<file path="config.mk">
export PLATFORM = sky130hd
export DESIGN_NAME = sc_speed_scheduler
export DESIGN_NICKNAME = d
export VERILOG_FILES = /design/src/rtl/sc_speedsched_pkg.sv /design/src/rtl/sc_speedsched_ticktimer.sv /design/src/rtl/sc_speed_scheduler.sv
export SDC_FILE = /design/constraint.sdc
export NUM_CORES = 1
export LEC_CHECK = 0
export ABC_CLOCK_PERIOD_IN_PS = 9500
export CORE_ASPECT_RATIO = 1.2
export CORE_MARGIN = 5
export CORE_UTILIZATION = 41
export CTS_CLUSTER_DIAMETER = 120
export DETAILED_ROUTE_END_ITERATION = 8
export PLACE_DENSITY = 0.58
export SLEW_MARGIN = 20
export SYNTH_ARGS = -nofsm -noshare
export SYNTH_HDL_FRONTEND = slang
export SYNTH_SLANG_ARGS = --single-unit
</file>
<file path="constraint.sdc">
create_clock -name SC_SPEEDSCHED_CLOCK_50 -period 9.5 [get_ports SC_SPEEDSCHED_CLOCK_50]
set_clock_uncertainty 0.05 [all_clocks]
set_input_delay 2.375 -clock SC_SPEEDSCHED_CLOCK_50 [delete_from_list [all_inputs] [get_ports SC_SPEEDSCHED_CLOCK_50]]
set_output_delay 2.375 -clock SC_SPEEDSCHED_CLOCK_50 [all_outputs]
set_load 0.02 [all_outputs]
</file>
<file path="src/rtl/sc_speedsched_pkg.sv">
// rtl/sc_speedsched_pkg.sv - shared state encoding, default timing constants and period clamp
package sc_speedsched_pkg;

    typedef enum logic [1:0] {
        ST_IDLE    = 2'b00,
        ST_CLEAR   = 2'b01,
        ST_RUN     = 2'b10,
        ST_LEVELUP = 2'b11
    } state_t;

    localparam int DEF_MAX_LEVEL   = 9;
    localparam int DEF_BASE_PERIOD = 25000000;
    localparam int DEF_PERIOD_STEP = 2000000;
    localparam int DEF_MIN_PERIOD  = 5000000;

    // Wide operands so the subtraction can never wrap below the floor.
    function automatic logic [63:0] clamp_period(
        input logic [63:0] base_period,
        input logic [63:0] min_period,
        input logic [63:0] product
    );
        if (product > (base_period - min_period)) begin
            return min_period;
        end
        return base_period - product;
    endfunction

endpackage

</file>
<file path="src/rtl/sc_speedsched_ticktimer.sv">
// rtl/sc_speedsched_ticktimer.sv - free-running period timer emitting a registered one-cycle tick
module sc_speedsched_ticktimer #(
    parameter int TIMER_WIDTH = 25
) (
    input  logic                   i_clk,
    input  logic                   i_rst,
    input  logic [TIMER_WIDTH-1:0] i_period,
    input  logic                   i_clear,
    input  logic                   i_enable,
    input  logic                   i_hold,
    output logic                   o_tick
);

    logic [TIMER_WIDTH-1:0] r_timer;
    logic                   r_tick;
    logic [TIMER_WIDTH-1:0] w_last;

    assign w_last = i_period - TIMER_WIDTH'(1);

    // ">=" also catches a timer left beyond a period that shrank underneath it.
    always_ff @(posedge i_clk) begin
        if (i_rst) begin
            r_timer <= '0;
            r_tick  <= 1'b0;
        end else if (i_clear || !i_enable) begin
            r_timer <= '0;
            r_tick  <= 1'b0;
        end else if (i_hold) begin
            r_tick  <= 1'b0;
        end else if (r_timer >= w_last) begin
            r_timer <= '0;
            r_tick  <= 1'b1;
        end else begin
            r_timer <= r_timer + TIMER_WIDTH'(1);
            r_tick  <= 1'b0;
        end
    end

    assign o_tick = r_tick;

endmodule

</file>
<file path="src/rtl/sc_speed_scheduler.sv">
// rtl/sc_speed_scheduler.sv - game-level sequencer driving the speed counter and lane-move tick
module sc_speed_scheduler
    import sc_speedsched_pkg::*;
#(
    parameter int LEVEL_WIDTH = 4,
    parameter int MAX_LEVEL   = DEF_MAX_LEVEL,
    parameter int TIMER_WIDTH = 25,
    parameter int BASE_PERIOD = DEF_BASE_PERIOD,
    parameter int PERIOD_STEP = DEF_PERIOD_STEP,
    parameter int MIN_PERIOD  = DEF_MIN_PERIOD
) (
    input  logic                   SC_SPEEDSCHED_CLOCK_50,
    input  logic                   SC_SPEEDSCHED_RESET_InHigh,
    input  logic                   SC_SPEEDSCHED_start_InLow,
    input  logic                   SC_SPEEDSCHED_levelup_InLow,
    input  logic                   SC_SPEEDSCHED_gameover_InLow,
    input  logic                   SC_SPEEDSCHED_hold_InLow,
    input  logic [LEVEL_WIDTH-1:0] SC_SPEEDSCHED_level_InBUS,
    output logic                   SC_SPEEDSCHED_upcount_OutLow,
    output logic                   SC_SPEEDSCHED_T0_OutLow,
    output logic                   SC_SPEEDSCHED_tick_OutHigh,
    output logic                   SC_SPEEDSCHED_maxlevel_OutHigh,
    output logic [1:0]             SC_SPEEDSCHED_state_OutBUS
);

    localparam int                     PROD_WIDTH   = TIMER_WIDTH + LEVEL_WIDTH;
    localparam logic [LEVEL_WIDTH-1:0] LP_MAX_LEVEL = LEVEL_WIDTH'(MAX_LEVEL);

    state_t r_state;
    state_t w_state_next;
    logic   r_start_d;
    logic   r_levelup_d;
    logic   r_maxlevel;

    logic                   w_start_evt;
    logic                   w_levelup_evt;
    logic                   w_below_max;
    logic [LEVEL_WIDTH-1:0] w_level_sat;
    logic [PROD_WIDTH-1:0]  w_product;
    logic [TIMER_WIDTH-1:0] w_period;
    logic                   w_timer_clear;
    logic                   w_timer_enable;

    assign w_start_evt   = r_start_d & ~SC_SPEEDSCHED_start_InLow;
    assign w_levelup_evt = r_levelup_d & ~SC_SPEEDSCHED_levelup_InLow;
    assign w_below_max   = (SC_SPEEDSCHED_level_InBUS < LP_MAX_LEVEL);

    assign w_level_sat = (SC_SPEEDSCHED_level_InBUS > LP_MAX_LEVEL) ? LP_MAX_LEVEL
                                                                   : SC_SPEEDSCHED_level_InBUS;
    assign w_product   = PROD_WIDTH'(w_level_sat) * PROD_WIDTH'(PERIOD_STEP);
    assign w_period    = TIMER_WIDTH'(clamp_period(64'(BASE_PERIOD), 64'(MIN_PERIOD),
                                                   64'(w_product)));

    always_ff @(posedge SC_SPEEDSCHED_CLOCK_50) begin
        if (SC_SPEEDSCHED_RESET_InHigh) begin
            r_state     <= ST_IDLE;
            r_start_d   <= 1'b1;
            r_levelup_d <= 1'b1;
            r_maxlevel  <= 1'b0;
        end else begin
            r_state     <= w_state_next;
            r_start_d   <= SC_SPEEDSCHED_start_InLow;
            r_levelup_d <= SC_SPEEDSCHED_levelup_InLow;
            r_maxlevel  <= (SC_SPEEDSCHED_level_InBUS >= LP_MAX_LEVEL);
        end
    end

    // Gameover outranks levelup; a levelup edge seen outside RUN is lost.
    always_comb begin
        w_state_next = r_state;
        case (r_state)
            ST_IDLE:    if (w_start_evt) w_state_next = ST_CLEAR;
            ST_CLEAR:   w_state_next = ST_RUN;
            ST_RUN: begin
                if (!SC_SPEEDSCHED_gameover_InLow) begin
                    w_state_next = ST_IDLE;
                end else if (w_levelup_evt && w_below_max) begin
                    w_state_next = ST_LEVELUP;
                end
            end
            ST_LEVELUP: w_state_next = ST_RUN;
            default:    w_state_next = ST_IDLE;
        endcase
    end

    assign w_timer_clear  = (r_state == ST_CLEAR) || (r_state == ST_LEVELUP);
    assign w_timer_enable = (r_state == ST_RUN);

    sc_speedsched_ticktimer #(
        .TIMER_WIDTH(TIMER_WIDTH)
    ) u_ticktimer (
        .i_clk    (SC_SPEEDSCHED_CLOCK_50),
        .i_rst    (SC_SPEEDSCHED_RESET_InHigh),
        .i_period (w_period),
        .i_clear  (w_timer_clear),
        .i_enable (w_timer_enable),
        .i_hold   (~SC_SPEEDSCHED_hold_InLow),
        .o_tick   (SC_SPEEDSCHED_tick_OutHigh)
    );

    assign SC_SPEEDSCHED_T0_OutLow        = (r_state != ST_CLEAR);
    assign SC_SPEEDSCHED_upcount_OutLow   = (r_state != ST_LEVELUP);
    assign SC_SPEEDSCHED_maxlevel_OutHigh = r_maxlevel;
    assign SC_SPEEDSCHED_state_OutBUS     = r_state;

endmodule

</file>
==> results.ini <==
[status]
status=finished clean

[setup_path]
cp.arrival_ns=7.99
worstReg2RegStart=u_ticktimer.r_timer[20]
critPathMaxFanout=19
setup.worst_path.start=SC_SPEEDSCHED_level_InBUS[3]
start_kind=input pin
crit_type=in -> reg
required_ns=9.59
rrSetupSlack_ns=7.14
end_kind=flop

[place]
portBuffers=15
place_ws_ns=1.26
hpwl_mm=4.50
place_congestion=0.808

[synthesis]
netlist_instances=316
yosysSeqAreaShare_pct=22.8
synth-xor-area-share_pct=10.9
syn_nets=366
synth_cell_type_count=58
postSynthAreaPerCell_sq_um=8.61
synth_top_family_by_area=simple AND/OR/NAND/NOR gates
synth_edf_count=0
async_reset_ff_share_pct=0
synth.area.mux_share_pct=0
synth-compound-area-share_pct=14.9
ys.flop_type=dfxtp_1
synth_simple_gate_area_share_pct=29.1
synth.ff_latch_count=31
syn_area_sq_um=2720
synth_warnings=0
synthAdderAreaFrac_pct=19.2

[clock_network]
cts.sinks=31
cts_resized=0
clock-root-buffer=clkbuf_8
path_clk_slew_ns=0.06
cts_hold_buffers=0
cts_made_buffers=5
worstSkewPairLatency_ns=0.28
clk_path_buf_depth=2
h-tree-depth=2
cts_setup_buffers=0
cts_tree=done

[grt]
grt_usage_pct=13.4
grt_max_degree=20
grt_pass1_wl_mm=9.27
grt_pass1_vias=2022
antenna_found_initial=0
grt-ovfl-total=0

[pwr]
p_per_area_nw_per_um2=128
p_leak_nw=1.30
vdd_drop_max_v=0.0000644

[hold_path]
min_path_type=reg -> reg
hp-start=u_ticktimer.r_timer[1]

[floorplan]
fp.coreArea_sq_um=6450
io_pins=16
start_util_pct=42.2
dieArea_sq_um=8370
die_h_microns=99.2
die_w_microns=84.4
rows=32

[route]
ant_nets=0
dr_total_vias=2125
first_pass_iters=4
wire_per_inst_microns=12.9
routed_wl_mm=5.41
drt_iter0_drc=65
vias_per_cell=5.08
drc=0

[sta]
relSlewSlack_pct=53.6
setup_slack_ns=1.60
drv_slew=0
hold_viol_final=0
setup_viol=0
rsz0062_at_grt=no
finalCriticalPeriod_ns=7.90
finalCritPeriodShare_pct=83.1
worstMarginPinSlew_ns=0.691
max_freq_mhz=127
finalSetupTns_ns=0

[finish]
diodes=0
drive_above_1_share_pct=9.91
layout_commonest_cell=ha_1
nNetsFinal=382
layout_common_cells=ha_1 (37), nand2_1 (35), dfxtp_1 (31), nor2_1 (31), xor2_1 (25)
area_growth_pct=11.2

[job]
drv_cap=0

## power breakdown
part,internal (mW),switching (mW)
Clock,0.0513,0.0453
Sequential,0.131,0.00104
Combinational,0.0674,0.0899
Total,0.250,0.136
## per-stage QoR
step	hold slack, ns	util [%]	power [mW]	area, sq um	instances
5_1_grt	0.485	46.9	0.415	3030	418
6_report	0.450	46.9	0.386	3030	418
3_3_place_gp	0.439	45.7	0.293	2940	410
4_1_cts	0.456	46.9	0.392	3030	418
2_1_floorplan	0.417	-	0.262	2720	316
3_5_place_dp	0.446	45.7	0.295	2940	410
## cell families after synthesis
kind of cell    count (synthesis)
other cells                     1
simple gates                  138
flops                          31
xor+xnor                       34
buf+inv                        18
compound gates                 54
fa+ha+maj                      40
## worst max-delay path, stage by stage
cell and delay, ns:
clkdlybuf4s50_1 0.72, nor2b_4 0.36, inv_1 0.10, ha_1 0.28, inv_1 0.05, fa_1 0.59, inv_1 0.06, ha_1 0.28
a211o_1 0.31, o21ai_1 0.10, xor2_1 0.36, nor4bb_4 0.12, o32ai_4 0.36, nand2_1 0.11, ha_1 0.33, nand4_1 0.18
nor4_4 0.36, o211ai_2 0.16, nand4_2 0.17, a21boi_4 0.51, nor2_1 0.11
## state kept, by name, summed over array words and instances (netlist names)
name and count:
SC_SPEEDSCHED_maxlevel_OutHigh 1, SC_SPEEDSCHED_state_OutBUS 2, r_levelup_d 1, r_start_d 1, u_ticktimer.o_tick 1, u_ticktimer.r_timer 25
## area by class of cell
type / instances / area [sq um]
fill: 650 / 3420
multi-input combinational: 267 / 2020
sequential: 31 / 621
timing repair buffer: 15 / 150
tap: 85 / 106
clock buffer: 7 / 76.3
inverter: 12 / 45.0
clock inverter: 1 / 5.00
## path summary, 6_finish.rpt
path	cells after the start	to
hold reg to reg	2	u_ticktimer.r_timer[1]
hold / removal	2	u_ticktimer.r_timer[1]
setup reg to reg	7	u_ticktimer.r_timer[12]
setup / recovery	21	u_ticktimer.r_timer[12]
## routing by layer
layer	global-route usage, %	share of wire (%)	vias up
li1	-	-	1146
met1	17.4	49	952
met2	22.1	47	17
met3	2.15	1.7	10
met4	5.60	2.4	0
met5	0	0	-
## cells in the mapped netlist (4+ instances only)
master / n / share of area [%]
or2_2: 5 / 1.1
nand2_1: 35 / 4.8
o21ai_0: 7 / 1.3
nor2_1: 31 / 4.3
o21ai_1: 6 / 1.1
ha_1: 37 / 17
clkbuf_1: 4 / 0.55
nor2_2: 4 / 0.92
and3_1: 7 / 1.6
nand3_1: 13 / 2.4
dfxtp_1: 31 / 23
a21oi_1: 19 / 3.5
xnor2_1: 9 / 2.9
nor3_1: 4 / 0.74
xor2_1: 25 / 8.0
or3_1: 5 / 1.1
inv_1: 11 / 1.5
(Power assumes the default switching activity.)
